==> src/rtl/reloj_pkg.sv <==
// Shared definitions for the tick scheduler: config FSM encodings and default widths.
package reloj_pkg;

    localparam int unsigned PW_DEF = 16;
    localparam int unsigned CW_DEF = 2;

    typedef enum logic [1:0] {
        IDLE = 2'd0,
        ACK  = 2'd1,
        WAIT = 2'd2
    } cfg_state_e;

endpackage

==> src/rtl/tick_scheduler_if.sv <==
// Configuration write port of the tick scheduler (req/ack handshake).
interface tick_scheduler_if
    import reloj_pkg::*;
#(
    parameter int unsigned CW = CW_DEF,
    parameter int unsigned PW = PW_DEF
);

    logic          cfg_we;
    logic [CW-1:0] cfg_ch;
    logic [PW-1:0] cfg_period;
    logic          cfg_ack;

    modport master (
        output cfg_we,
        output cfg_ch,
        output cfg_period,
        input  cfg_ack
    );

    modport slave (
        input  cfg_we,
        input  cfg_ch,
        input  cfg_period,
        output cfg_ack
    );

endinterface

==> src/rtl/tick_channel.sv <==
// One divider channel: period register, base-tick counter, tick strobe and optional square wave.
// Square-wave flop is built only when RELOJ_SQW_EN is defined.
module tick_channel
    import reloj_pkg::*;
#(
    parameter int unsigned PW = PW_DEF
) (
    input  logic          clkin,
    input  logic          rstn,
    input  logic          i_b,
    input  logic          i_en,
    input  logic          i_wr,
    input  logic [PW-1:0] i_period,
    output logic          o_tick,
    output logic          o_clk_div
);

    logic [PW-1:0] r_period;
    logic [PW-1:0] r_cnt;
    logic          r_tick;
    logic          w_wrap;
    logic          w_fire;

    assign w_wrap = (r_cnt == r_period - PW'(1));
    assign w_fire = i_b && i_en && (r_period != '0) && w_wrap;

    // A write in the same cycle as a wrap wins: counter restarts, no tick.
    always_ff @(posedge clkin or negedge rstn) begin
        if (!rstn) begin
            r_period <= '0;
            r_cnt    <= '0;
            r_tick   <= 1'b0;
        end else begin
            r_tick <= 1'b0;
            if (i_wr) begin
                r_period <= i_period;
                r_cnt    <= '0;
            end else if (r_period == '0) begin
                r_cnt <= '0;
            end else if (i_b && i_en) begin
                if (w_wrap) begin
                    r_cnt  <= '0;
                    r_tick <= 1'b1;
                end else begin
                    r_cnt <= r_cnt + PW'(1);
                end
            end
        end
    end

    assign o_tick = r_tick;

`ifdef RELOJ_SQW_EN
    logic r_sqw;

    always_ff @(posedge clkin or negedge rstn) begin
        if (!rstn) begin
            r_sqw <= 1'b0;
        end else if (i_wr) begin
            r_sqw <= 1'b0;
        end else if (w_fire) begin
            r_sqw <= ~r_sqw;
        end
    end

    assign o_clk_div = r_sqw;
`else
    logic w_unused_fire;
    assign w_unused_fire = w_fire;
    assign o_clk_div     = 1'b0;
`endif

endmodule

==> src/rtl/tick_scheduler.sv <==
// Shared timebase: prescaler producing a base tick plus NCH programmable divider channels.
// Optional square-wave outputs are enabled by defining RELOJ_SQW_EN.
module tick_scheduler
    import reloj_pkg::*;
#(
    parameter int unsigned PRE_CNT = 50000,
    parameter int unsigned NCH     = 4,
    parameter int unsigned CW      = CW_DEF,
    parameter int unsigned PW      = PW_DEF
) (
    input  logic             clkin,
    input  logic             rstn,
    tick_scheduler_if.slave  cfg,
    input  logic [NCH-1:0]   ch_en,
    output logic             tick_base,
    output logic [NCH-1:0]   tick,
    output logic [NCH-1:0]   clk_div
);

    localparam int unsigned PRE_W = $clog2(PRE_CNT);

    logic [PRE_W-1:0] r_pre_cnt;
    logic             r_tick_base;
    logic             w_b;
    cfg_state_e       r_state;
    logic             r_ack;
    logic             w_wr;

    assign w_b = (r_pre_cnt == PRE_W'(PRE_CNT - 1));

    // Prescaler and registered base-tick strobe.
    always_ff @(posedge clkin or negedge rstn) begin
        if (!rstn) begin
            r_pre_cnt   <= '0;
            r_tick_base <= 1'b0;
        end else begin
            r_pre_cnt   <= w_b ? '0 : r_pre_cnt + PRE_W'(1);
            r_tick_base <= w_b;
        end
    end

    assign tick_base = r_tick_base;

    // Config handshake: one write and one ack per cfg_we assertion, however long it is held.
    always_ff @(posedge clkin or negedge rstn) begin
        if (!rstn) begin
            r_state <= IDLE;
            r_ack   <= 1'b0;
        end else begin
            r_ack <= 1'b0;
            case (r_state)
                IDLE: begin
                    if (cfg.cfg_we) begin
                        r_state <= ACK;
                        r_ack   <= 1'b1;
                    end
                end
                ACK:     r_state <= WAIT;
                WAIT:    if (!cfg.cfg_we) r_state <= IDLE;
                default: r_state <= IDLE;
            endcase
        end
    end

    assign w_wr        = (r_state == IDLE) && cfg.cfg_we;
    assign cfg.cfg_ack = r_ack;

    // Out-of-range channel selects match no channel but are still acknowledged.
    for (genvar gi = 0; gi < NCH; gi++) begin : g_ch
        tick_channel #(
            .PW (PW)
        ) u_ch (
            .clkin     (clkin),
            .rstn      (rstn),
            .i_b       (w_b),
            .i_en      (ch_en[gi]),
            .i_wr      (w_wr && (cfg.cfg_ch == CW'(gi))),
            .i_period  (cfg.cfg_period),
            .o_tick    (tick[gi]),
            .o_clk_div (clk_div[gi])
        );
    end

endmodule

==> src/flat_wrapper.sv <==
// flat-port wrapper written by rule: the top's interface ports become plain ports
module tick_scheduler_flat import reloj_pkg::*;
#(
    parameter int unsigned PRE_CNT = 50000,
    parameter int unsigned NCH     = 4,
    parameter int unsigned CW      = CW_DEF,
    parameter int unsigned PW      = PW_DEF
)
  (clkin, rstn, ch_en, tick_base, tick, clk_div, cfg_cfg_we, cfg_cfg_ch, cfg_cfg_period, cfg_cfg_ack);
  tick_scheduler_if #(.CW(CW), .PW(PW)) cfg_i ();
  input  logic clkin;
  input  logic rstn;
  input  logic [NCH-1:0] ch_en;
  output logic tick_base;
  output logic [NCH-1:0] tick;
  output logic [NCH-1:0] clk_div;
  input wire logic [$bits(cfg_i.cfg_we)-1:0] cfg_cfg_we;
  input wire logic [$bits(cfg_i.cfg_ch)-1:0] cfg_cfg_ch;
  input wire logic [$bits(cfg_i.cfg_period)-1:0] cfg_cfg_period;
  output wire logic [$bits(cfg_i.cfg_ack)-1:0] cfg_cfg_ack;
  assign cfg_i.cfg_we = cfg_cfg_we;
  assign cfg_i.cfg_ch = cfg_cfg_ch;
  assign cfg_i.cfg_period = cfg_cfg_period;
  assign cfg_cfg_ack = cfg_i.cfg_ack;
  tick_scheduler #(.PRE_CNT(PRE_CNT), .NCH(NCH), .CW(CW), .PW(PW)) u_core (.clkin(clkin), .rstn(rstn), .cfg(cfg_i), .ch_en(ch_en), .tick_base(tick_base), .tick(tick), .clk_div(clk_div));
endmodule
==> config.mk <==
export PLATFORM = sky130hd
export DESIGN_NAME = tick_scheduler_flat
export DESIGN_NICKNAME = d
export VERILOG_FILES = /design/src/rtl/reloj_pkg.sv /design/src/rtl/tick_scheduler_if.sv /design/src/rtl/tick_channel.sv /design/src/rtl/tick_scheduler.sv /design/src/flat_wrapper.sv
export SDC_FILE = /design/constraint.sdc
export NUM_CORES = 1
export LEC_CHECK = 0
export ABC_AREA = 0
export ABC_CLOCK_PERIOD_IN_PS = 2600
export CORE_ASPECT_RATIO = 2
export CORE_MARGIN = 2
export CORE_UTILIZATION = 52
export CTS_CLUSTER_DIAMETER = 50
export DETAILED_ROUTE_END_ITERATION = 12
export PLACE_DENSITY = 0.77
export SYNTH_ARGS = -nofsm -noshare
export SYNTH_HDL_FRONTEND = slang
export SYNTH_SLANG_ARGS = --single-unit
==> constraint.sdc <==
create_clock -name clkin -period 2.6 [get_ports clkin]
set_input_delay 0.65 -clock clkin [delete_from_list [all_inputs] [get_ports clkin]]
set_output_delay 0.65 -clock clkin [all_outputs]
set_load 0.01 [all_outputs]
==> summary.md, run 1 <==
| Metric | Value |
|---|---|
| Antenna violations before repair | 0 |
| Die Span X | 100.9 um |
| Detailed Place HPWL | 18780 um |
| Netlist Area Pre-Place | 0.009767 mm2 |
| Clock Latency Late Sink | 0.43 ns |
| FMAX | 357.1 MHz |
| IO Count | 35 |
| Inst Count DP | 1356 |
| CTS Sinks | 152 |
| CP Max Fanout | 8 |
| Max_cap viols | 0 |
| Via count | 8813 |
| Power per cell area | 869.8 mW/mm2 |
| RSZ-0062 raised after global routing | yes |
| R2R depth | 8 |
| FILL cells | 1393 |
| Final nets | 1202 |
| Final hold slack | 0.1311 ns |
| N_diodes | 0 |
| Asr flop ratio synth | 100.0% |
| Core area | 0.01839 mm2 |
| Post-synthesis compound-gate area fraction | 14.09% |
| Top area cells in the synthesized netlist | dfrtp_1, mux2_2, nand2_1, xnor2_1, xor2_1 |
| Setup TNS | -2.170 ns |
| Number of routed nets with antenna violations | 0 |
| Mapped Avg Cell Area | 9.154 um2 |
| Most frequent cells in the layout | dfrtp_1, nand2_1, buf_4 |
| Synth area leader | dfrtp_1 |
| Overall power | 0.01048 W |
| Status | finished, violations left |
| IO Port Bufs | 30 |
| Final hold violations | 0 |
| RD Place Congestion | 0.8884 |
| TritonCTS Buffers | 17 |
| Synth Instances | 1067 |
| PnR worst setup slack | -0.2007 ns |
| Distinct cells, synth | 84 |
| Hold Crit Class | input port to asynchronous set/reset pin |
| LEAKAGE | 5.166 nW |
| Final core occ | 65.54% |
| CP Class | register to register |
| Worst-Margin Slew | 0.5501 ns |
| Ratio of cells with drive above 1 in the final layout | 24.81% |
| Adder-Cell Fraction of Synth Area | 1.255% |
| Worst-path clk slew | 0.06 ns |
| Top cell type's share of synthesized area | 38.94% |
| Post-synth EDFFs | 0 |
| Final max-slew violation count | 0 |
| Global Route Usage Sum | 27.17% |
| Yosys reg bits | 152 |
| Failing checks | negative setup slack |
| Post-synthesis sequential area ratio | 38.94% |
| Post-synthesis mux area share | 7.328% |
| Post-synthesis xor/xnor area fraction | 7.622% |
| Routed length per placed instance | 19.23 um |
| Largest family of logic cells by synthesized area | simple AND/OR/NAND/NOR gates |
| Root buffer cell | clkbuf_16 |
| Fin crit period | 2.801 ns |
| Final non-filler cell total | 1397 |
| Drc violations | 0 |
| Tcrit/Tclk final | 107.7% |
| CP endpoint kind | register |
| CP arrival | 3.12 ns |
| Initial DRC Count | 530 |
| Commonest non-fill, non-tap cell in the layout | dfrtp_1 |
| Top FF cell, synth | dfrtp_1 |
| Vias in the first global route | 8866 |
| Vias per Instance | 6.309 |
| First-pass GRT wire length | 42930 um |
| Max IR drop VDD | 383.4 uV |
| Setup violators final | 20 |
| H-Tree Depth | 4 |
| Die Area | 0.01996 mm2 |
| CTS Buffer Depth | 2 |
| Initial Util | 53.10% |
| Synth warn | 0 |
| Area Growth Syn to Fin | 23.42% |
| Post-route clock skew | 0.009597 ns |
| Slew margin rel. | 63.05% |
| CTS Hold Buffers Added | 0 |
| Post-Synth Simple-Gate Area | 26.67% |
| Drt total wl | 26870 um |
| Initial DRT Pass Iterations | 7 |
| Largest net degree at the start of global routing | 47 |
| Global route overflow | 0 |
| Crit path required time | 2.92 ns |
| # rows | 70 |
| CTS tree | yes |
| Die H | 197.8 um |
| Startpoint Class | register |
## worst paths after layout
check,from,endpoint,slack (ns)
max,u_core.g_ch[0].u_ch.r_period[9],u_core.g_ch[0].u_ch.r_cnt[0],-0.20
min,rstn,u_core.g_ch[1].u_ch.r_cnt[2],0.13
max reg2reg,u_core.g_ch[0].u_ch.r_period[9],u_core.g_ch[0].u_ch.r_cnt[0],-0.20
min reg2reg,u_core.r_pre_cnt[0],u_core.r_pre_cnt[0],0.47
max in group asynchronous,rstn,u_core.g_ch[2].u_ch.r_cnt[9],1.81
min in group clkin,u_core.r_pre_cnt[0],u_core.r_pre_cnt[0],0.47
## stage by stage
step | instance area (um2) | worst slack [ns]
after detailed placement | 10910 | -0.4010
after floorplan | 9811 | -0.05560
after CTS | 11750 | -0.1663
after global placement | 10910 | -0.3903
final | 12050 | -0.2007
after global routing | 12050 | -0.2565
## cell usage after synthesis (3+ instances only)
master    number
a211oi_1       5
a21o_1        28
a21oi_1       12
a221oi_1      22
a22oi_1        4
a31oi_1       11
and2_1        11
and3_1        16
buf_1          3
buf_2          9
buf_4          8
buf_6          3
clkbuf_1      37
dfrtp_1      152
ha_1           9
inv_1         23
mux2_2        60
mux2i_1        4
nand2_1      135
nand2b_1      20
nand3_1       56
nand3b_1       7
nand4_1       16
nor2_1        62
nor2b_1       20
nor3_1        35
nor3b_1       10
nor4_1        20
nor4_2         4
nor4b_1        5
o211ai_1      11
o21a_1         3
o21ai_0       32
o221ai_1      15
o31ai_1        6
or2_2         15
or3_1         21
or4_1         13
xnor2_1       50
xor2_1        35
## sequential cells by signal, indices dropped and copies added (netlist names)
register                   cells
u_core.r_state                 2
u_core.r_pre_cnt              16
u_core.tick_base               1
u_core.g_ch.u_ch.o_tick        4
u_core.g_ch.u_ch.r_period     64
u_core.cfg.cfg_ack             1
u_core.g_ch.u_ch.r_cnt        64
## power breakdown
part           total, W  switching, W  internal [W]
Sequential      0.00354      0.000650       0.00289
Clock           0.00264       0.00102       0.00162
Combinational   0.00431       0.00223       0.00208
## repair_timing
item                       in CTS  in global routing
pin swaps                      11                 18
setup endpoints to repair      34                 66
gates resized for setup        34                 48
cloned                          2                  0
buffers inserted                3                  4
## worst max-delay path, cell delays in order (launching register included)
cell	delay [ns]
dfrtp_1	0.38
or4_4	0.60
or4_4	0.48
o21ba_4	0.23
nor4_4	0.26
and4_4	0.30
buf_12	0.14
a21oi_2	0.05
mux2_2	0.26
## routing by layer
| layer | vias to the layer above | share of wire (%) | GRT usage (%) |
|---|---|---|---|
| met4 | 0 | 7.1 | 19.12 |
| met1 | 4331 | 36 | 28.04 |
| met5 | - | 0 | 0 |
| met3 | 113 | 3.5 | 3.742 |
| li1 | 4086 | - | - |
| met2 | 283 | 54 | 49.11 |
## cell families (layout without fill, tap and decap cells)
group,after synthesis,count (layout)
simple gates,486,486
compound gates,185,185
other cells,1,4
flops,152,152
fa+ha+maj,10,10
xor+xnor,85,85
mux,64,64
buf+inv,84,195
## final cells by class
class / count / area, um2 / area share [%]
multi-input cells: 834 / 6033 / 50.05
inverters: 23 / 86.33 / 0.7162
clock buffers: 19 / 442.9 / 3.674
clock inverters: 13 / 177.7 / 1.474
flip-flops and latches: 152 / 3806 / 31.58
well taps: 216 / 270.3 / 2.242
repair buffers: 140 / 1237 / 10.27
No activity file was read; power rests on OpenSTA's default activity.
==> run 2: changes to the inputs <==
--- a/config.mk
+++ b/config.mk
@@ -12,7 +12,8 @@
 export CORE_UTILIZATION = 52
 export CTS_CLUSTER_DIAMETER = 50
 export DETAILED_ROUTE_END_ITERATION = 12
-export PLACE_DENSITY = 0.77
+export GPL_TIMING_DRIVEN = 0
+export PLACE_DENSITY = 0.72
 export SYNTH_ARGS = -nofsm -noshare
 export SYNTH_HDL_FRONTEND = slang
 export SYNTH_SLANG_ARGS = --single-unit
==> run 2 against run 1 <==
  * The flow still finishes with violations (negative setup slack)
  * Hold slack gained 0.051 ns
  * Clock skew fell by 0.0018 ns
  * First-iteration DRC count down 25%
  * Critical path depth grew 2
  * Clock power down 3%
  * Via count decreased by 0.74%
  * Utilization rose by 1.0 points
  * Setup slack improved by 0.017 ns
  * Final cell count is 0.64% higher
  * Global-route usage decreased by 0.12 points
  * Die area is the same
  * Combinational power is 3% lower
  * Critical endpoint is now u_core.g_ch[0].u_ch.r_cnt[15]
==> summary.md, run 2 (synthesized netlist as in run 1, its figures left out) <==
| Metric | Value |
|---|---|
| Status | finished, violations left (unchanged) |
| Failing checks | negative setup slack (unchanged) |
| CP arrival | 3.16 ns (was 3.12 ns) |
| # rows | 70 (unchanged) |
| CTS Sinks | 152 (unchanged) |
| FMAX | 359.2 MHz (was 357.1 MHz) |
| Drt total wl | 26650 um (was 26870 um) |
| Final max-slew violation count | 0 (unchanged) |
| IO Count | 35 (unchanged) |
| Sequential share of power | 35.6% (was 33.7%) |
| CTS Buffer Depth | 2 (unchanged) |
| Clock share of power | 24.5% (was 25.2%) |
| Fin crit period | 2.784 ns (was 2.801 ns) |
| H-Tree Depth | 4 (unchanged) |
| RD Place Congestion | 0.9088 (was 0.8884) |
| Max IR drop VDD | 421.9 uV (was 383.4 uV) |
| Drc violations | 0 (unchanged) |
| Final hold violations | 0 (unchanged) |
| Clock Latency Late Sink | 0.44 ns (was 0.43 ns) |
| Slew margin rel. | 56.62% (was 63.05%) |
| Setup violators final | 29 (was 20) |
| Global Route Usage Sum | 27.04% (was 27.17%) |
| Via count | 8748 (was 8813) |
| Global route overflow | 0 (unchanged) |
| PnR worst setup slack | -0.1838 ns (was -0.2007 ns) |
| Sw Pwr | 0.003999 W (was 0.003898 W) |
| Number of routed nets with antenna violations | 0 (unchanged) |
| N_diodes | 0 (unchanged) |
| Largest net degree at the start of global routing | 96 (was 47) |
| Overall power | 0.01044 W (was 0.01048 W) |
| Worst-path clk slew | 0.06 ns (about the same) |
| TritonCTS Buffers | 17 (unchanged) |
| Crit path required time | 2.98 ns (was 2.92 ns) |
| Sw Ratio | 38.31% (was 37.17%) |
| Die Area | 0.01996 mm2 (unchanged) |
| Commonest non-fill, non-tap cell in the layout | dfrtp_1 (unchanged) |
| RSZ-0062 raised after global routing | yes (unchanged) |
| Most frequent cells in the layout | dfrtp_1, nand2_1, buf_4 (unchanged) |
| Routed length per placed instance | 18.95 um (was 19.23 um) |
| First-pass GRT wire length | 42210 um (was 42930 um) |
| Startpoint Class | register (unchanged) |
| Gate power share | 39.9% (was 41.1%) |
| R2R depth | 10 (was 8) |
| Hold Crit Class | input port to asynchronous set/reset pin (unchanged) |
| Core area | 0.01839 mm2 (unchanged) |
| Internal power | 0.006439 W (was 0.006587 W) |
| IO Port Bufs | 30 (unchanged) |
| Root buffer cell | clkbuf_16 (unchanged) |
| Max_cap viols | 0 (unchanged) |
| Post-route clock skew | 0.007773 ns (was 0.009597 ns) |
| Initial Util | 53.10% (unchanged) |
| Detailed Place HPWL | 18120 um (was 18780 um) |
| CTS tree | yes (unchanged) |
| Initial DRC Count | 397 (was 530) |
| Worst-Margin Slew | 0.6439 ns (was 0.5501 ns) |
| Initial DRT Pass Iterations | 4 (was 7) |
| Ratio of cells with drive above 1 in the final layout | 26.39% (was 24.81%) |
| Die Span X | 100.9 um (unchanged) |
| LEAKAGE | 5.169 nW (was 5.166 nW) |
| Die H | 197.8 um (unchanged) |
| CP Max Fanout | 7 (was 8) |
| FILL cells | 1412 (was 1393) |
| Antenna violations before repair | 0 (unchanged) |
| CP endpoint kind | register (unchanged) |
| Area Growth Syn to Fin | 25.33% (was 23.42%) |
| Tcrit/Tclk final | 107.1% (was 107.7%) |
| Power per cell area | 852.7 mW/mm2 (was 869.8 mW/mm2) |
| Vias per Instance | 6.222 (was 6.309) |
| Final nets | 1211 (was 1202) |
| Biggest regs | u_core.g_ch.u_ch.r_cnt (64), u_core.g_ch.u_ch.r_period (64), u_core.r_pre_cnt (16) (unchanged) |
| Dpl ws | -0.9976 ns (was -0.4010 ns) |
| CP Class | register to register (unchanged) |
| Vias in the first global route | 8522 (was 8866) |
-- run 2: cell count changes in the layout (fill, tap and decap cells not counted), sizes merged --
cell      change
buf          -18
clkinv        -1
bufinv        -1
clkinvlp      -1
inv           +1
clkbuf       +29
-- run 2: final cells by class --
| class | count | area [um2] | area share [%] |
|---|---|---|---|
| well taps | 216 | 270.3 | 2.208 |
| flip-flops and latches | 152 | 3820 | 31.21 |
| inverters | 23 | 86.33 | 0.7053 |
| clock buffers | 21 | 450.4 | 3.680 |
| multi-input cells | 834 | 6231 | 50.90 |
| repair buffers | 97 | 888.4 | 7.257 |
| clock inverters | 11 | 147.6 | 1.206 |
| plain buffers | 52 | 346.6 | 2.831 |
-- run 2: worst paths after layout --
check / from / to / slack, ns
worst max register to register: u_core.r_pre_cnt[10] / u_core.g_ch[0].u_ch.r_cnt[15] / -0.18
worst min register to register: u_core.r_pre_cnt[0] / u_core.r_pre_cnt[0] / 0.46
max in group asynchronous: rstn / u_core.r_pre_cnt[5] / 1.55
worst max-delay path: u_core.r_pre_cnt[10] / u_core.g_ch[0].u_ch.r_cnt[15] / -0.18
min in group clkin: u_core.r_pre_cnt[0] / u_core.r_pre_cnt[0] / 0.46
worst min-delay path: rstn / u_core.g_ch[1].u_ch.r_cnt[7] / 0.18
-- run 2: repair_timing --
action | in CTS | in global routing
cloned | 3 | 1
pin swaps | 28 | 34
setup endpoints to repair | 103 | 73
setup buffers | 28 | 34
hold buffers | 0 | 0
gates resized for setup | 101 | 83
-- run 2: layer usage --
metal,vias to the layer above,GRT usage (%),routed length [um]
met2,236,49.21,14460
met4,0,18.17,1910
met1,4291,28.25,9475
li1,4106,-,-
met5,-,0,0
met3,115,3.353,803
-- run 2: stage by stage --
step / area, um2 / cells / setup TNS (ns) / hold slack, ns / utilization [%]
CTS: 11670 / 1375 / -3.328 / 0.2002 / 63.48
finish: 12240 / 1406 / -2.564 / 0.1826 / 66.55
detailed placement: 10410 / 1317 / -80.33 / 0.4553 / 56.60
global placement: 10380 / 1316 / -908.17 / 0.4384 / 56.44
global route: 12240 / 1406 / -5.328 / 0.2343 / 66.55
floorplan: 9811 / 1070 / -0.5502 / 0.3544 / -
-- run 2: power groups by stage --
stage	logic (W)	registers, W	clock network (W)
floorplan	0.00263	0.00338	0
global placement	0.00326	0.00354	0
CTS	0.00378	0.00361	0.00259
detailed placement	0.00334	0.00355	0
global route	0.00450	0.00380	0.00267
finish	0.00417	0.00372	0.00255
-- run 2: worst max-delay path, stage by stage (launching register included) --
cell and delay (ns):
dfrtp_1 0.41, or4bb_1 0.57, nor4_4 0.25, buf_6 0.13
buf_4 0.15, nand2_1 0.08, or2_1 0.25, buf_6 0.14
or4_1 0.49, a22oi_1 0.17, a21o_1 0.10
==> run 3: changes to the inputs <==
--- a/config.mk
+++ b/config.mk
@@ -7,6 +7,7 @@
 export LEC_CHECK = 0
 export ABC_AREA = 0
 export ABC_CLOCK_PERIOD_IN_PS = 2600
+export CAP_MARGIN = 0
 export CORE_ASPECT_RATIO = 2
 export CORE_MARGIN = 2
 export CORE_UTILIZATION = 52
@@ -16,4 +17,5 @@
 export PLACE_DENSITY = 0.72
 export SYNTH_ARGS = -nofsm -noshare
 export SYNTH_HDL_FRONTEND = slang
+export SYNTH_HIERARCHICAL = 1
 export SYNTH_SLANG_ARGS = --single-unit
==> run 3 against run 2 <==
  * The run still ends with negative setup slack left
  * Utilization grew 1.5 points
  * Synthesized cell count grew 4.7%
  * Sequential share of layout area down 2.7 points
  * First-iteration DRC count grew 40%
  * Wire length is 17% higher
  * Combinational power rose by 46%
  * Sequential cell count unchanged
  * Global-route usage is 1.8 points higher
  * Non-clock buffer count increased by 45
  * Largest power group unchanged
==> summary.md, run 3 <==
| Metric | Value |
|---|---|
| Top cell type's share of synthesized area | 36.76% (was 38.94%) |
| Largest net degree at the start of global routing | 86 (was 96) |
| TritonCTS Buffers | 17 (unchanged) |
| Number of routed nets with antenna violations | 0 (unchanged) |
| Most frequent cells in the layout | dfrtp_1, nand2_1, buf_4 (unchanged) |
| Antenna violations before repair | 0 (unchanged) |
| Tcrit/Tclk final | 108.7% (was 107.1%) |
| Ratio of cells with drive above 1 in the final layout | 30.21% (was 26.39%) |
| Root buffer cell | clkbuf_16 (unchanged) |
| Via count | 9816 (was 8748) |
| Worst-Margin Slew | 0.8286 ns (was 0.6439 ns) |
| Vias per Instance | 6.362 (was 6.222) |
| Slowest cell on crit path | or4_1 (was or4bb_1) |
| Inst Count DP | 1410 (was 1317) |
| Post-route clock skew | 0.007995 ns (was 0.007773 ns) |
| IO Count | 35 (unchanged) |
| Distinct cells, synth | 75 (was 84) |
| Cell with the most instances after synthesis | dfrtp_1 (unchanged) |
| RD Place Congestion | 0.9738 (was 0.9088) |
| Final core occ | 68.03% (was 66.55%) |
| Post-synthesis sequential area ratio | 36.76% (was 38.94%) |
| PnR worst setup slack | -0.2272 ns (was -0.1838 ns) |
| Met3 Usage GRT | 5.018% (was 3.353%) |
| Synth area leader | dfrtp_1 (unchanged) |
| Routed length per placed instance | 20.12 um (was 18.95 um) |
| Setup TNS | -6.535 ns (was -2.564 ns) |
| Top area cells in the synthesized netlist | dfrtp_1, mux2_2, nand2_1, xnor2_1, xor2_1 (unchanged) |
| Biggest regs | u_core/g_ch.u_ch/r_cnt (64), u_core/g_ch.u_ch/r_period (64), u_core/r_pre_cnt (16) (was u_core.g_ch.u_ch.r_cnt (64), u_core.g_ch.u_ch.r_period (64), u_core.r_pre_cnt (16)) |
| H-Tree Depth | 4 (unchanged) |
| Cell family with most CP delay | simple AND/OR/NAND/NOR gates (unchanged) |
| Hold Crit Class | input port to asynchronous set/reset pin (unchanged) |
| Net Count, Synth | 1151 |
| Die Area | 0.02111 mm2 (was 0.01996 mm2) |
| Yosys reg bits | 152 (unchanged) |
| Final non-filler cell total | 1543 (was 1406) |
| CP Class | register to register (unchanged) |
| Crit path required time | 2.93 ns (was 2.98 ns) |
| CTS tree | yes (unchanged) |
| Worst-path cell chain | buf_6, inv_4, ha_4, nor2b_4, buf_4, nand4_1, xnor2_2, nand2_1, or4_1, buf_6, buf_12, a221o_1, a21o_1 (was or4bb_1, nor4_4, buf_6, buf_4, nand2_1, or2_1, buf_6, or4_1, a22oi_1, a21o_1) |
| R2R depth | 13 (was 10) |
| Max_cap viols | 0 (unchanged) |
| CP endpoint kind | register (unchanged) |
| GR Layer Usage met2 | 53.05% (was 49.21%) |
| IO Port Bufs | 30 (unchanged) |
| CP arrival | 3.16 ns (about the same) |
| Asr flop ratio synth | 100.0% (unchanged) |
| FMAX | 353.7 MHz (was 359.2 MHz) |
| Synth warn | 6 (was 0) |
| Final hold violations | 0 (unchanged) |
| Setup violators final | 57 (was 29) |
| Initial DRC Count | 557 (was 397) |
| Die Span X | 103.7 um (was 100.9 um) |
| Detailed Place HPWL | 20500 um (was 18120 um) |
| CP dominant cell by count | buf_6 (unchanged) |
| CP Max Fanout | 5 (was 7) |
| Post-synth EDFFs | 0 (unchanged) |
| Final max-slew violation count | 0 (unchanged) |
| Vias in the first global route | 9835 (was 8522) |
| Initial DRT Pass Iterations | 5 (was 4) |
| Power per cell area | 941.7 mW/mm2 (was 852.7 mW/mm2) |
| N_diodes | 0 (unchanged) |
| # rows | 73 (was 70) |
| Core area | 0.01973 mm2 (was 0.01839 mm2) |
| Max IR drop VDD | 517.5 uV (was 421.9 uV) |
| Global Route Usage Sum | 28.88% (was 27.04%) |
| Initial Util | 52.45% (was 53.10%) |
| Slowest stage delay, CP | 0.52 ns (was 0.57 ns) |
| CTS Buffer Depth | 2 (unchanged) |
| First-pass GRT wire length | 48730 um (was 42210 um) |
| Worst path buffer plus inverter count | 5 (was 3) |
| RSZ-0062 raised after global routing | yes (unchanged) |
| Clock Latency Late Sink | 0.44 ns (about the same) |
| Drc violations | 0 (unchanged) |
| Synth Instances | 1117 (was 1067) |
| Die H | 203.5 um (was 197.8 um) |
| Top Usage Layer GRT | met2 (unchanged) |
| Synth cell count leaders | dfrtp_1, nand2_1, nor2_1 (unchanged) |
| Mapped Avg Cell Area | 9.264 um2 (was 9.154 um2) |
| Critical path depth | 13 (was 10) |
| Fin crit period | 2.827 ns (was 2.784 ns) |
| LEAKAGE | 5.378 nW (was 5.169 nW) |
| Worst-path clk slew | 0.07 ns (was 0.06 ns) |
| Overall power | 0.01264 W (was 0.01044 W) |
| CTS Sinks | 152 (unchanged) |
| Top FF cell, synth | dfrtp_1 (unchanged) |
| Startpoint Class | register (unchanged) |
| Grt met1 use | 29.74% (was 28.25%) |
| Drt total wl | 31050 um (was 26650 um) |
| Netlist Area Pre-Place | 0.01035 mm2 (was 0.009767 mm2) |
| Failing checks | negative setup slack (unchanged) |
| Area Growth Syn to Fin | 29.71% (was 25.33%) |
| Commonest non-fill, non-tap cell in the layout | dfrtp_1 (unchanged) |
| Slew margin rel. | 44.76% (was 56.62%) |
| Global route overflow | 0 (unchanged) |
| Final nets | 1302 (was 1211) |
| Status | finished, violations left (unchanged) |
[run 3: area by class of cell]
type | count | area, um2
timing repair buffer | 137 | 1221
fill | 1549 | 6307
multi-input combinational | 880 | 6947
buffer | 57 | 359.1
clock inverter | 11 | 191.4
sequential | 152 | 3821
tap | 262 | 327.8
inverter | 23 | 93.84
clock buffer | 21 | 460.4
[run 3: power breakdown]
group / leakage (nW) / switching (W) / internal (W)
clock: 0.322 / 0.00106 / 0.00176
combinational: 3.09 / 0.00321 / 0.00287
sequential: 1.97 / 0.000846 / 0.00290
total: 5.38 / 0.00511 / 0.00753
[run 3: worst paths after layout]
check | endpoint | startpoint | slack [ns]
worst max-delay path | u_core/g_ch[1].u_ch/r_cnt[15] | u_core/g_ch[1].u_ch/r_period[0] | -0.23
worst min-delay path | u_core/g_ch[1].u_ch/r_cnt[0] | rstn | 0.29
worst max register to register | u_core/g_ch[1].u_ch/r_cnt[15] | u_core/g_ch[1].u_ch/r_period[0] | -0.23
worst min register to register | u_core/r_pre_cnt[0] | u_core/r_pre_cnt[0] | 0.48
max in group asynchronous | u_core/g_ch[3].u_ch/r_period[1] | rstn | 1.43
min in group clkin | u_core/r_pre_cnt[0] | u_core/r_pre_cnt[0] | 0.48
[run 3: cell families after synthesis]
kind of cell,synth area share [%]
XOR/XNOR,7.158
adder cells (fa/ha/maj),1.088
AO/OA/AOI/OAI,18.67
other,0.1451
flip-flops,36.76
multiplexers,6.457
AND/OR/NAND/NOR,25.79
buffers and inverters,3.930
[run 3: stage by stage]
stage / worst slack, ns / hold slack (ns) / instance area [um2]
floorplan: -0.1661 / 0.3544 / 10540
global placement: -6.105 / 0.4604 / 11170
detailed placement: -1.228 / 0.4820 / 11200
CTS: -0.2490 / 0.3107 / 12780
global route: -0.3272 / 0.3452 / 13420
finish: -0.2272 / 0.2885 / 13420
[run 3: per-layer routing]
layer	part of all wire, %	routed length [um]
met4	6.1	1909
met5	0	0
met2	54	16790
met3	3.9	1222
met1	36	11130
[run 3: repair_timing]
| item | CTS | global route |
|---|---|---|
| gates resized for setup | 92 | 86 |
| hold buffers | 0 | 0 |
| endpoints found under the setup margin | 123 | 76 |
| setup buffers | 67 | 37 |
| pin swaps | 60 | 58 |
| gates cloned | 2 | 0 |
[run 3: worst register-to-register path, delay by kind of cell (launching register included)]
| kind | cells | cell delay [ns] |
|---|---|---|
| AND/OR/NAND/NOR | 4 | 0.93 |
| buffers and inverters | 5 | 0.59 |
| AO/OA/AOI/OAI | 2 | 0.45 |
| flip-flops | 1 | 0.38 |
| XOR/XNOR | 1 | 0.22 |
| adder cells (fa/ha/maj) | 1 | 0.16 |
